`config.mk`:
```
export PLATFORM = sky130hd
export DESIGN_NAME = oh_aomux_reg_flat
export DESIGN_NICKNAME = d
export VERILOG_FILES = /design/src/rtl/oh_aomux_reg_if.sv /design/src/rtl/oh_aomux_reg.sv /design/src/flat_wrapper.sv
export SDC_FILE = /design/constraint.sdc
export NUM_CORES = 1
export LEC_CHECK = 0
export BUFFER_PORTS_ARGS = -buffer_cell sky130_fd_sc_hd__buf_2
export CORE_AREA = 2 2 39 41
export CTS_BUF_LIST = sky130_fd_sc_hd__clkbuf_4 sky130_fd_sc_hd__clkbuf_8 sky130_fd_sc_hd__clkbuf_16
export DETAILED_ROUTE_END_ITERATION = 8
export DIE_AREA = 0 0 41 43
export SKIP_LAST_GASP = 1
export SLEW_MARGIN = 20
export SYNTH_ARGS = -nofsm -noshare
export SYNTH_HDL_FRONTEND = slang
export SYNTH_SLANG_ARGS = --single-unit
```
`constraint.sdc`:
```
create_clock -name clk -period 1.57 [get_ports clk]
set_input_delay 0.157 -clock clk [delete_from_list [all_inputs] [get_ports clk]]
set_output_delay 0.157 -clock clk [all_outputs]
set_load 0.005 [all_outputs]
```
`src/rtl/oh_aomux_reg_if.sv`:
```
// Valid/ready stream bundle for oh_aomux_reg: N selectable channels in, one DW-bit result out.
interface oh_aomux_reg_if #(
  parameter int unsigned DW = 1,
  parameter int unsigned N  = 2
);
  logic            in_valid;
  logic            in_ready;
  logic [N-1:0]    sel;
  logic [N*DW-1:0] in;
  logic            out_valid;
  logic            out_ready;
  logic [DW-1:0]   z;
  logic            error;

  // Producer/consumer side driving the block.
  modport master (
    output in_valid, sel, in, out_ready,
    input  in_ready, out_valid, z, error
  );

  // The block itself.
  modport slave (
    input  in_valid, sel, in, out_ready,
    output in_ready, out_valid, z, error
  );
endinterface

```
`src/rtl/oh_aomux_reg.sv`:
```
// Registered AND-OR multiplexer with a 2-entry output skid buffer.
// z = OR over i of (sel[i] & in[i]); in_ready and out_valid decode only registered state.
// Optional: define OH_AOMUX_ONECHK_EN to get a sticky multi-select error flag.
module oh_aomux_reg #(
  parameter int unsigned DW = 1,
  parameter int unsigned N  = 2
) (
  input  logic          clk,
  input  logic          nreset,
  oh_aomux_reg_if.slave bus
);

  typedef enum logic [1:0] {
    EMPTY = 2'd0,
    ONE   = 2'd1,
    TWO   = 2'd2
  } state_t;

  state_t          r_count;
  logic [DW-1:0]   r_head;
  logic [DW-1:0]   r_skid;
  logic            r_out_valid;
  logic            r_in_ready;

  logic [DW-1:0]   w_result;
  logic            w_accept;
  logic            w_pop;

  assign w_accept = bus.in_valid & r_in_ready;
  assign w_pop    = r_out_valid & bus.out_ready;

  // AND-OR reduction across channels; no priority between selected channels.
  always_comb begin
    w_result = '0;
    for (int i = 0; i < int'(N); i++) begin
      w_result = w_result | ({DW{bus.sel[i]}} & bus.in[i*DW +: DW]);
    end
  end

  // Skid-buffer FSM; status flags are updated together with the count so they stay registered.
  always_ff @(posedge clk or negedge nreset) begin
    if (!nreset) begin
      r_count     <= EMPTY;
      r_head      <= '0;
      r_skid      <= '0;
      r_out_valid <= 1'b0;
      r_in_ready  <= 1'b1;
    end else begin
      case (r_count)
        EMPTY: begin
          if (w_accept) begin
            r_head      <= w_result;
            r_count     <= ONE;
            r_out_valid <= 1'b1;
          end
        end
        ONE: begin
          if (w_accept && !w_pop) begin
            r_skid     <= w_result;
            r_count    <= TWO;
            r_in_ready <= 1'b0;
          end else if (w_accept && w_pop) begin
            r_head <= w_result;
          end else if (w_pop) begin
            // head is held; z is don't-care while out_valid is low
            r_count     <= EMPTY;
            r_out_valid <= 1'b0;
          end
        end
        TWO: begin
          if (w_pop) begin
            r_head     <= r_skid;
            r_count    <= ONE;
            r_in_ready <= 1'b1;
          end
        end
        default: begin
          r_count     <= EMPTY;
          r_out_valid <= 1'b0;
          r_in_ready  <= 1'b1;
        end
      endcase
    end
  end

  assign bus.z         = r_head;
  assign bus.out_valid = r_out_valid;
  assign bus.in_ready  = r_in_ready;

`ifdef OH_AOMUX_ONECHK_EN
  logic r_error;
  logic w_multi;

  // More than one select bit set: clearing the lowest set bit leaves something behind.
  assign w_multi = |(bus.sel & (bus.sel - N'(1)));

  // Sticky flag raised by any accepted multi-select beat.
  always_ff @(posedge clk or negedge nreset) begin
    if (!nreset) begin
      r_error <= 1'b0;
    end else if (w_accept && w_multi) begin
      r_error <= 1'b1;
    end
  end

  assign bus.error = r_error;
`else
  assign bus.error = 1'b0;
`endif

endmodule

```
`src/flat_wrapper.sv`:
```
// flat-port wrapper written by rule: the top's interface ports become plain ports
module oh_aomux_reg_flat 
#(
  parameter int unsigned DW = 1,
  parameter int unsigned N  = 2
)
  (clk, nreset, bus_in_valid, bus_sel, bus_in, bus_out_ready, bus_in_ready, bus_out_valid, bus_z, bus_error);
  oh_aomux_reg_if #(.DW(DW), .N(N)) bus_i ();
  input  logic clk;
  input  logic nreset;
  input wire logic [$bits(bus_i.in_valid)-1:0] bus_in_valid;
  input wire logic [$bits(bus_i.sel)-1:0] bus_sel;
  input wire logic [$bits(bus_i.in)-1:0] bus_in;
  input wire logic [$bits(bus_i.out_ready)-1:0] bus_out_ready;
  output wire logic [$bits(bus_i.in_ready)-1:0] bus_in_ready;
  output wire logic [$bits(bus_i.out_valid)-1:0] bus_out_valid;
  output wire logic [$bits(bus_i.z)-1:0] bus_z;
  output wire logic [$bits(bus_i.error)-1:0] bus_error;
  assign bus_i.in_valid = bus_in_valid;
  assign bus_i.sel = bus_sel;
  assign bus_i.in = bus_in;
  assign bus_i.out_ready = bus_out_ready;
  assign bus_in_ready = bus_i.in_ready;
  assign bus_out_valid = bus_i.out_valid;
  assign bus_z = bus_i.z;
  assign bus_error = bus_i.error;
  oh_aomux_reg #(.DW(DW), .N(N)) u_core (.clk(clk), .nreset(nreset), .bus(bus_i));
endmodule
```
**Word level (Yosys, flattened, before mapping)**

Cells that the tools add are included.

- Logic and storage cells: 52
- Output and inout port bits: 4
- Register bits: 6
- Bits of input ports: 8

- Bitwise logic cells: 7
- Reduce and logical (&&, ||, !) cells: 10
- Multiplexer cells: 19
- Equality and inequality tests: 11

Operators by type and width:

| cell | count |
|---|---|
| $mux W1 | 10 |
| $mux W2 | 5 |
| $ne A2 B1 Y1 const B | 5 |
| $reduce_and A5 Y1 | 2 |
| $pmux W1 S3 | 3 |
| $pmux W2 S3 | 1 |
| $and A1 B1 Y1 | 4 |
| $ne A2 B2 Y1 const B | 2 |
| $reduce_and A4 Y1 | 1 |
| $ne A3 B1 Y1 const B | 1 |
| $ne A3 B2 Y1 const B | 1 |
| $reduce_and A3 Y1 | 1 |
| $reduce_bool A3 Y1 | 1 |
| $eq A2 B1 Y1 const B | 1 |
| $eq A2 B2 Y1 const B | 1 |
| $logic_and A1 B1 Y1 | 2 |
| $logic_not A2 Y1 | 1 |
| $not A1 Y1 | 2 |
| $reduce_and A2 Y1 | 1 |
| $logic_not A1 Y1 | 1 |
| $or A1 B1 Y1 | 1 |

**Longest topological paths before layout**

Gate-level depths: netlist of the first run.

- Depth after elaboration: 5
- Gate-level depth with buffers: 3
- Gate-level depth less buffers: 3

**Least setup slack after synthesis of the first run**

Ideal clock, no wire load.

- Path type: register to register
- From: register u_core.r_in_ready, in the netlist u_core.bus.in_ready
- To: register u_core.r_head, in the netlist u_core.bus.z
- Path slack: 198 ps
- Arrival time: 1247 ps
- Period minus slack after synthesis: 1372 ps
- Setup time: 125 ps
- Data required time: 1445 ps
- Path buffers: 0
- Stages on the path, launching flop included: 4
- Cells stage by stage: dfstp_2 -> nand2_1 -> o32ai_1 -> mux2_2

- Cells in the longest elaborated chain, start to end: 4
- Elaborated cells on any way between the ends: 7
- Those cells by class: eq/ne (3); bitwise (1); reduce/logical (3)

RTL lines:

| element | line | source |
|---|---|---|
| from (decl) | oh_aomux_reg.sv:23 | `logic r_in_ready;` |
| from (signal assigned) | oh_aomux_reg.sv:47 | `r_in_ready <= 1'b1;` |
| from (signal assigned) | oh_aomux_reg.sv:61 | `r_in_ready <= 1'b0;` |
| from (signal assigned) | oh_aomux_reg.sv:74 | `r_in_ready <= 1'b1;` |
| $and A1 B1 Y1 (*) | oh_aomux_reg.sv:29 | `assign w_accept = bus.in_valid & r_in_ready;` |
| $logic_and A1 B1 Y1, on equally long branches | oh_aomux_reg.sv:62, oh_aomux_reg.sv:58 |  |
| $ne A2 B1 Y1 (no line) / $ne A2 B2 Y1 (equally long branches) | - |  |
| $reduce_and A5 Y1 (no line) (*) | - |  |
| to (signal assigned) | oh_aomux_reg.sv:52 | `r_head <= w_result;` |
| to (signal assigned) | oh_aomux_reg.sv:63 | `r_head <= w_result;` |
| to (signal assigned) | oh_aomux_reg.sv:72 | `r_head <= r_skid;` |
| to (decl) | oh_aomux_reg.sv:20 | `logic [DW-1:0] r_head;` |

Mark *: on every way between the ends. The rest lies on a longest branch, timed or not.
A chain may end at the register's enable or synchronous reset.

**Final worst setup path of the first run**

Ends and elaborated chain as after synthesis.

==> impl_summary.txt, run 1 <==
----------------------------------------------------
[Outcome]
  Result of the run ... completed

[Final layout]
  Layout net count ... 54
  Diode count ... 0
  Area growth from synthesis to layout ... 30.6%
  Storage element area ... 151 um^2
  Final standard cell area without fillers ... 438 um^2
  Multi-input logic area ... 173 um^2
  Share of layout cells above drive strength 1 ... 0.467
  Number of fill cells ... 143

[Power]
  Share of total power in the clock network ... 0.412
  Total power per unit cell area ... 914 nW/um^2
  Logic pwr share ... 0.133
  Sequential Power Share ... 0.455
  Net Sw Frac ... 0.201
  Sum of internal, switching and leakage power ... 0.400 mW
  Peak ir drop on the vdd network ... 423 uV
  Leakage component of the power ... 0.222 nW
  Reported net switching power ... 0.0804 mW
  P_int ... 0.320 mW

[Worst setup path]
  Worst path required time ... 1690 ps
  Slack of the worst reg-to-reg path ... 170 ps
  Crit path launch type ... flop
  Startpoint of the worst-slack reg-to-reg timing path ... u_core.bus.in_ready
  Reg-to-reg critical path endpoint ... u_core.bus.z
  Critical setup path kind ... flop to flop
  Number of cells on the worst reg-to-reg path ... 3
  Crit path arrival time ... 1530 ps
  Crit path capture type ... flop
  Crit path max fanout ... 5

[Drt]
  Antenna-violating nets left ... 0
  Number of DRC markers in iteration 0 ... 2
  Drt first pass iters ... 2
  Via/cell ratio ... 4.61
  Count of vias placed by the detailed router ... 281
  Total detailed-routing wirelength ... 568 um
  Avg WL per Cell ... 9.31 um
  Post-route DRC violation count ... 0

[STA]
  TNS Setup ... 0 ps
  Post-route clock skew ... 6.61 ps
  Minimum hold slack ... 266 ps
  Count of endpoints failing setup in the final report ... 0
  Period minus WS final ... 1400 ps
  Worst path setup slack after routing ... 168 ps
  Hold violation total from the final report ... 0
  Setup repair after global routing missed its margin ... false
  Ratio of final minimum period to clock period ... 0.893
  Highest clock frequency the design can meet ... 0.713 GHz
  Fin. max-slew vios ... 0

[GRT]
  GRT Total Usage ... 0.0868
  Number of global-route vias before repair ... 258
  Global-route wire length before repair ... 986 um
  Total global routing overflow ... 0
  Maximum number of pins on one net before global-route repair ... 8
  Antenna violations before repair ... 0

[Clock network]
  Clock buffer depth ... 2
  Clock input transition at the sequential cells of the worst setup and hold paths ... 50 ps
  Deepest level of the CTS H-tree ... 1
  Clk Latency, worst-skew pair ... 240 ps
  TritonCTS clock tree ... built
  Clock tree root buffer cell ... sky130_fd_sc_hd__clkbuf_4
  CTS sink cnt ... 6
  Number of buffers added by the clock tree synthesis step ... 3
  Post-CTS Setup Inserts ... 0

[Floorplan]
  Horizontal die dimension ... 41 um
  Effective utilization at floorplan ... 0.242
  DIE AREA ... 1760 um^2
  Core box area ... 1380 um^2
  IO Count ... 12
  FP Rows ... 14
  Die span in y ... 43 um

[Yosys]
  Syn_nets ... 39
  Register area share after synthesis ... 0.451
  Yosys warning total ... 0
  Cell area after synthesis ... 335 um^2
  Distinct cells, synth ... 23
  Syn Area/Cell ... 10.8 um^2
  Gate count after technology mapping ... 31
  Synthesis-stage register bit count ... 6

[Place]
  Standard cell area after detailed placement ... 398 um^2
  Place WS ... 155 ps
  Port buffer count ... 10
  Global placer's final weighted congestion ... 0.621

[Job]
  Count of max-cap constraint violations ... 0

[Hold path]
  Hold Crit Class ... input port to asynchronous set/reset pin

----------------------------------------------------
## kinds of logic after synthesis
| logic type | share of synthesized area |
|---|---|
| other | 0.0112 |
| buffers and inverters | 0.0336 |
| multiplexers | 0.142 |
| AO/OA/AOI/OAI | 0.235 |
| AND/OR/NAND/NOR | 0.127 |
| flip-flops | 0.452 |
## worst max-delay path by stage
stage          cells past startpoint  slack, ps           end                 from
2_1_floorplan                      3        200  u_core.bus.z  u_core.bus.in_ready
3_3_place_gp                       3        170  u_core.bus.z  u_core.bus.in_ready
3_5_place_dp                       3        160  u_core.bus.z  u_core.bus.in_ready
4_1_cts                            3        150  u_core.bus.z  u_core.bus.in_ready
5_1_grt                            3        100  u_core.bus.z  u_core.bus.in_ready
6_report                           3        170  u_core.bus.z  u_core.bus.in_ready
## metrics by stage
stage / utilization / std cells
final: 0.316 / 61
after CTS: 0.316 / 61
after detailed placement: 0.288 / 56
after floorplan: - / 31
after global routing: 0.316 / 61
after global placement: 0.288 / 56
## sequential cells by signal, indices dropped and copies added, names as in the netlist
signal,cells
u_core.r_count,2
u_core.bus.in_ready,1
u_core.bus.out_valid,1
u_core.bus.z,1
u_core.r_skid,1
## placed cells by master (no fill, tap or decap)
cell type                        n
sky130_fd_sc_hd__a211o_2         1
sky130_fd_sc_hd__a21boi_1        1
sky130_fd_sc_hd__a21boi_2        1
sky130_fd_sc_hd__a21oi_1         2
sky130_fd_sc_hd__a22o_1          1
sky130_fd_sc_hd__and2_1          1
sky130_fd_sc_hd__and3b_1         1
sky130_fd_sc_hd__buf_2          10
sky130_fd_sc_hd__clkbuf_4        4
sky130_fd_sc_hd__conb_1          1
sky130_fd_sc_hd__dfrtp_1         5
sky130_fd_sc_hd__dfstp_2         1
sky130_fd_sc_hd__dlygate4sd3_1   1
sky130_fd_sc_hd__inv_1           1
sky130_fd_sc_hd__mux2_1          1
sky130_fd_sc_hd__mux2_2          1
sky130_fd_sc_hd__mux2_4          1
sky130_fd_sc_hd__mux2i_1         1
sky130_fd_sc_hd__nand2_1         4
sky130_fd_sc_hd__nand2b_2        1
sky130_fd_sc_hd__nor2_1          1
sky130_fd_sc_hd__o21ai_0         1
sky130_fd_sc_hd__o22ai_1         1
sky130_fd_sc_hd__o32a_2          1
sky130_fd_sc_hd__o32ai_1         1
## power by group through the flow
stage          Combinational, mW  Sequential (mW)  Clock (mW)
5_1_grt                   0.0581            0.185       0.191
4_1_cts                   0.0540            0.183       0.175
3_3_place_gp              0.0522            0.184           0
6_report                  0.0531            0.182       0.165
3_5_place_dp              0.0519            0.185           0
2_1_floorplan             0.0254            0.184           0
## timing repair
item	in CTS	in global routing
hold buffers	1	0
endpoints found under the hold margin	6	0
gates resized for setup	0	0
endpoints found under the setup margin	0	0
## layer usage
metal / wire length (um) / track usage / vias up
met5: 0 / 0 / -
met3: 34 / 0.0471 / 0
met2: 272 / 0.125 / 5
li1: - / - / 144
met4: 0 / 0.0600 / 0
met1: 261 / 0.0915 / 132
## cell usage after synthesis, drive strengths merged
master,number,area share
a21boi,2,0.056
dfstp,1,0.078
and3b,1,0.026
mux2,3,0.11
nand2b,1,0.026
nor2,1,0.011
conb,1,0.011
a211o,1,0.030
o32ai,1,0.026
and2,1,0.019
dfrtp,5,0.37
nand2,4,0.045
mux2i,1,0.030
inv,1,0.011
a21oi,2,0.030
o22ai,1,0.019
o21ai,1,0.015
buf,1,0.022
a22o,1,0.026
o32a,1,0.034
## cell type report
cell class,count,share of cell area
Multi-Input combinational cell,23,0.394
Inverter,1,0.00857
Clock buffer,4,0.0686
Tap cell,16,0.0457
Sequential cell,6,0.346
Timing Repair Buffer,11,0.137
## worst max-delay path, stage by stage, from the launching register on
cell	delay (ps)
sky130_fd_sc_hd__dfstp_2	550
sky130_fd_sc_hd__nand2_1	100
sky130_fd_sc_hd__o32ai_1	290
sky130_fd_sc_hd__mux2_2	360
(Power assumes the default switching activity.)
==> run 2, diff against run 1 <==
--- a/config.mk
+++ b/config.mk
@@ -6,10 +6,13 @@
 export NUM_CORES = 1
 export LEC_CHECK = 0
 export BUFFER_PORTS_ARGS = -buffer_cell sky130_fd_sc_hd__buf_2
+export CELL_PAD_IN_SITES_DETAIL_PLACEMENT = 1
+export CELL_PAD_IN_SITES_GLOBAL_PLACEMENT = 2
 export CORE_AREA = 2 2 39 41
 export CTS_BUF_LIST = sky130_fd_sc_hd__clkbuf_4 sky130_fd_sc_hd__clkbuf_8 sky130_fd_sc_hd__clkbuf_16
 export DETAILED_ROUTE_END_ITERATION = 8
 export DIE_AREA = 0 0 41 43
+export PLACE_DENSITY_LB_ADDON = 0.1
 export SKIP_LAST_GASP = 1
 export SLEW_MARGIN = 20
 export SYNTH_ARGS = -nofsm -noshare
==> impl_summary.txt, run 2 (synthesis gave the netlist of run 1 again) <==
----------------------------------------------------
[Place]
  Place WS ... 162 ps
  Global placer's final weighted congestion ... 0.722
  Standard cell area after detailed placement ... 398 um^2
  Detailed-placement wirelength estimate ... 576 um
  Port buffer count ... 10
  Total instance count after detailed placement ... 56

[STA]
  Post-route clock skew ... 8.82 ps
  Setup repair after global routing missed its margin ... false
  Highest clock frequency the design can meet ... 0.710 GHz
  TNS Setup ... 0 ps
  Period minus WS final ... 1410 ps
  Ratio of final minimum period to clock period ... 0.897
  Worst path setup slack after routing ... 161 ps
  Count of endpoints failing setup in the final report ... 0
  Fin. max-slew vios ... 0
  Hold violation total from the final report ... 0

[Worst setup path]
  Crit path arrival time ... 1550 ps
  Worst path required time ... 1710 ps
  Crit path max fanout ... 5
  Number of cells on the worst reg-to-reg path ... 3
  Critical setup path kind ... flop to flop
  Startpoint of the worst-slack reg-to-reg timing path ... u_core.bus.in_ready
  Slack of the worst reg-to-reg path ... 160 ps
  Crit path capture type ... flop
  Crit path launch type ... flop
  Reg-to-reg critical path endpoint ... u_core.bus.z

[GRT]
  GRT Total Usage ... 0.105
  Maximum number of pins on one net before global-route repair ... 8
  Number of global-route vias before repair ... 280
  Total global routing overflow ... 0
  Global-route wire length before repair ... 1180 um
  Antenna violations before repair ... 0

[Hold path]
  Hold Crit Class ... input port to asynchronous set/reset pin

[Power]
  Sequential Power Share ... 0.440
  Net Sw Frac ... 0.231
  Leakage component of the power ... 0.222 nW
  Total power per unit cell area ... 953 nW/um^2
  Sum of internal, switching and leakage power ... 0.417 mW
  Peak ir drop on the vdd network ... 262 uV
  Share of total power in the clock network ... 0.430
  Logic pwr share ... 0.129
  Reported net switching power ... 0.0964 mW
  P_int ... 0.321 mW

[Final layout]
  Final standard cell area without fillers ... 438 um^2
  Post-Layout Cell Count ... 61
  Area growth from synthesis to layout ... 30.6%
  Layout net count ... 54
  Register bank with the most flops ... u_core.r_count
  Flip-flop count of the largest register, all copies and words added ... 2
  Share of layout cells above drive strength 1 ... 0.467
  Commonest non-fill, non-tap cell in the layout ... sky130_fd_sc_hd__buf_2
  Diode count ... 0
  Commonest cells after routing, fill and taps aside ... sky130_fd_sc_hd__buf_2, sky130_fd_sc_hd__dfrtp_1, sky130_fd_sc_hd__nand2_1, sky130_fd_sc_hd__clkbuf_4, sky130_fd_sc_hd__a21oi_1

[Clock network]
  Clock tree root buffer cell ... sky130_fd_sc_hd__clkbuf_4
  Clock buffer depth ... 2
  Clock input transition at the sequential cells of the worst setup and hold paths ... 50 ps
  Deepest level of the CTS H-tree ... 1
  CTS sink cnt ... 6
  Number of buffers added by the clock tree synthesis step ... 3
  Post-CTS Setup Inserts ... 0
  Clk Latency, worst-skew pair ... 250 ps
  CTS Hold Bufs ... 1
  Total of cells resized after clock tree synthesis ... 0
  TritonCTS clock tree ... built

[Drt]
  Number of DRC markers in iteration 0 ... 8
  Avg WL per Cell ... 12.5 um
  Drt first pass iters ... 4
  Count of vias placed by the detailed router ... 294
  Antenna-violating nets left ... 0
  Post-route DRC violation count ... 0
  Total detailed-routing wirelength ... 765 um
  Via/cell ratio ... 4.82

[Floorplan]
  FP Rows ... 14
  Core box area ... 1380 um^2
  IO Count ... 12
  Effective utilization at floorplan ... 0.242
  Die span in y ... 43 um
  Horizontal die dimension ... 41 um
  DIE AREA ... 1760 um^2

[Job]
  Count of max-cap constraint violations ... 0

[Outcome]
  Result of the run ... completed

----------------------------------------------------
run 2: cell counts in the layout (fill, tap and decap cells not counted):
Identical to the previous run, type by type.
run 2: worst max path at each step:
stage	start	end	slack (ps)	cells past startpoint
floorplan	u_core.bus.in_ready	u_core.bus.z	200	3
global placement	u_core.bus.in_ready	u_core.bus.z	180	3
finish	u_core.bus.in_ready	u_core.bus.z	160	3
CTS	u_core.bus.in_ready	u_core.bus.z	170	3
detailed placement	u_core.bus.in_ready	u_core.bus.z	160	3
global route	u_core.bus.in_ready	u_core.bus.z	90	3
run 2: layer usage:
| metal | global-route usage | wire length (um) | vias up |
|---|---|---|---|
| met1 | 0.139 | 359 | 142 |
| li1 | - | - | 138 |
| met5 | 0 | 0 | - |
| met4 | 0.100 | 24 | 0 |
| met3 | 0.0314 | 43 | 4 |
| met2 | 0.128 | 338 | 10 |
run 2: stage by stage:
step / hold WS (ps) / util
finish: 250 / 0.316
CTS: 244 / 0.316
detailed placement: -8.09 / 0.288
global route: 258 / 0.316
global placement: -10.4 / 0.288
floorplan: -139 / -
run 2: cell type report:
class                      instances  area, um^2
clock buffer                       4        30.0
fill                             174         946
inverter                           1        3.75
multi-input combinational         23         173
sequential                         6         151
tap                               16        20.0
timing repair buffer              11        60.1
run 2: power by group through the flow:
| stage | logic, mW | clock network, mW | registers [mW] |
|---|---|---|---|
| floorplan | 0.0254 | 0 | 0.184 |
| global placement | 0.0528 | 0 | 0.184 |
| detailed placement | 0.0531 | 0 | 0.186 |
| CTS | 0.0552 | 0.186 | 0.184 |
| global route | 0.0600 | 0.197 | 0.186 |
| finish | 0.0540 | 0.180 | 0.184 |
run 2: critical path: stages, from the launching register on:
cell and delay (ps):
sky130_fd_sc_hd__dfstp_2 550, sky130_fd_sc_hd__nand2_1 100, sky130_fd_sc_hd__o32ai_1 290, sky130_fd_sc_hd__mux2_2 360
==> run 3, diff against run 2 <==
--- a/config.mk
+++ b/config.mk
@@ -7,7 +7,7 @@
 export LEC_CHECK = 0
 export BUFFER_PORTS_ARGS = -buffer_cell sky130_fd_sc_hd__buf_2
 export CELL_PAD_IN_SITES_DETAIL_PLACEMENT = 1
-export CELL_PAD_IN_SITES_GLOBAL_PLACEMENT = 2
+export CELL_PAD_IN_SITES_GLOBAL_PLACEMENT = 1
 export CORE_AREA = 2 2 39 41
 export CTS_BUF_LIST = sky130_fd_sc_hd__clkbuf_4 sky130_fd_sc_hd__clkbuf_8 sky130_fd_sc_hd__clkbuf_16
 export DETAILED_ROUTE_END_ITERATION = 8
==> impl_summary.txt, run 3 (synthesis gave the netlist of run 1 again) <==
----------------------------------------------------
[Final layout]
  Flip-flop count of the largest register, all copies and words added ... 2
  Diode count ... 0
  Core occupancy in the finished layout ... 0.316
  Storage element area ... 151 um^2
  Area growth from synthesis to layout ... 30.6%
  Register bank with the most flops ... u_core.r_count
  Number of fill cells ... 171
  Share of layout cells above drive strength 1 ... 0.467
  Commonest cells after routing, fill and taps aside ... sky130_fd_sc_hd__buf_2, sky130_fd_sc_hd__dfrtp_1, sky130_fd_sc_hd__nand2_1, sky130_fd_sc_hd__clkbuf_4, sky130_fd_sc_hd__a21oi_1
  Post-Layout Cell Count ... 61
  Commonest non-fill, non-tap cell in the layout ... sky130_fd_sc_hd__buf_2
  Layout net count ... 54
  Multi-input logic area ... 173 um^2

[Worst setup path]
  Startpoint of the worst-slack reg-to-reg timing path ... u_core.bus.in_ready
  Critical setup path kind ... flop to flop
  Crit-path cells ... nand2_1 -> o32ai_1 -> mux2_2
  Buffers and inverters on the worst path ... 0
  Crit path launch type ... flop
  Largest stage delay on the critical path ... 550 ps
  Crit path capture type ... flop
  Crit-path leading delay family ... flip-flops
  Worst path required time ... 1700 ps
  Crit path arrival time ... 1520 ps
  Slowest cell on the critical path ... sky130_fd_sc_hd__dfstp_2
  Crit path max fanout ... 5
  Worst setup startpoint ... u_core.bus.in_ready

[Power]
  Sum of internal, switching and leakage power ... 0.401 mW
  Peak ir drop on the vdd network ... 384 uV
  Leakage component of the power ... 0.222 nW
  Total power per unit cell area ... 915 nW/um^2

[Clock network]
  Clock tree root buffer cell ... sky130_fd_sc_hd__clkbuf_4
  CTS sink cnt ... 6
  Clk Latency, worst-skew pair ... 240 ps
  Deepest level of the CTS H-tree ... 1
  Clock input transition at the sequential cells of the worst setup and hold paths ... 50 ps
  Total of cells resized after clock tree synthesis ... 0
  TritonCTS clock tree ... built
  Number of buffers added by the clock tree synthesis step ... 3
  Post-CTS Setup Inserts ... 0
  Clock buffer depth ... 2
  CTS Hold Bufs ... 1

[Outcome]
  Result of the run ... completed

[Floorplan]
  Die span in y ... 43 um
  Horizontal die dimension ... 41 um
  FP Rows ... 14
  Core box area ... 1380 um^2
  IO Count ... 12
  DIE AREA ... 1760 um^2
  Effective utilization at floorplan ... 0.242

[STA]
  Post-route clock skew ... 9.03 ps
  TNS Setup ... 0 ps
  Ratio of final minimum period to clock period ... 0.890
  Period minus WS final ... 1400 ps
  Highest clock frequency the design can meet ... 0.716 GHz
  Fin. max-slew vios ... 0
  Count of endpoints failing setup in the final report ... 0
  Hold violation total from the final report ... 0
  Setup repair after global routing missed its margin ... false

[GRT]
  Maximum number of pins on one net before global-route repair ... 8
  GRT Total Usage ... 0.100
  Number of global-route vias before repair ... 301
  Global-route wire length before repair ... 1230 um
  Antenna violations before repair ... 0
  Total global routing overflow ... 0

[Drt]
  Antenna-violating nets left ... 0
  Drt first pass iters ... 2
  Via/cell ratio ... 4.67
  Number of DRC markers in iteration 0 ... 2
  Post-route DRC violation count ... 0
  Total detailed-routing wirelength ... 654 um
  Count of vias placed by the detailed router ... 285
  Avg WL per Cell ... 10.7 um

[Place]
  Port buffer count ... 10
  Detailed-placement wirelength estimate ... 556 um
  Total instance count after detailed placement ... 56
  Global placer's final weighted congestion ... 0.735

[Hold path]
  Hold Crit Class ... input port to flop
  Worst hold path startpoint ... bus_in_valid

[Job]
  Count of max-cap constraint violations ... 0

----------------------------------------------------
[run 3: final cells by class]
type                       instances  share of cell area
multi-input combinational         23               0.394
inverter                           1             0.00857
timing repair buffer              11               0.137
tap                               16              0.0457
clock buffer                       4              0.0686
sequential                         6               0.346
[run 3: worst register-to-register path: cells and delay by family, from the launching register on]
family,cells,cell delay (ps)
DFF,1,550
AOI/OAI and AO/OA,1,290
muxes,1,360
and+or+nand+nor,1,100
[run 3: report_power, final]
part | total [mW] | switching [mW] | internal, mW | leakage (nW)
clock | 0.166 | 0.0529 | 0.113 | 0.0184
sequential | 0.181 | 0.00779 | 0.173 | 0.0735
combinational | 0.0535 | 0.0201 | 0.0333 | 0.130
[run 3: metrics by stage]
stage | cell area (um^2) | setup WS, ps | hold slack (ps)
after floorplan | 335 | 198 | -139
after global placement | 398 | 172 | -9.92
after detailed placement | 398 | 156 | -11.7
after CTS | 438 | 158 | 260
after global routing | 438 | 107 | 277
final | 438 | 173 | 264
[run 3: worst paths after layout]
kind | to | slack, ps | depth (start not counted)
hold reg to reg | u_core.r_skid | 500 | 1
min in group asynchronous | u_core.bus.out_valid | 270 | 2
setup reg to reg | u_core.bus.z | 170 | 3
setup / recovery | u_core.bus.z | 170 | 3
hold / removal | u_core.bus.in_ready | 260 | 3
max in group asynchronous | u_core.bus.in_ready | 1070 | 2
[run 3: routing by layer]
layer	GRT usage	up-vias	wire, um	share of wire
met5	0	-	0	0
li1	-	140	-	-
met2	0.150	7	324	0.50
met4	0.0600	0	5	0.0076
met1	0.129	136	288	0.44
met3	0.0157	2	36	0.055
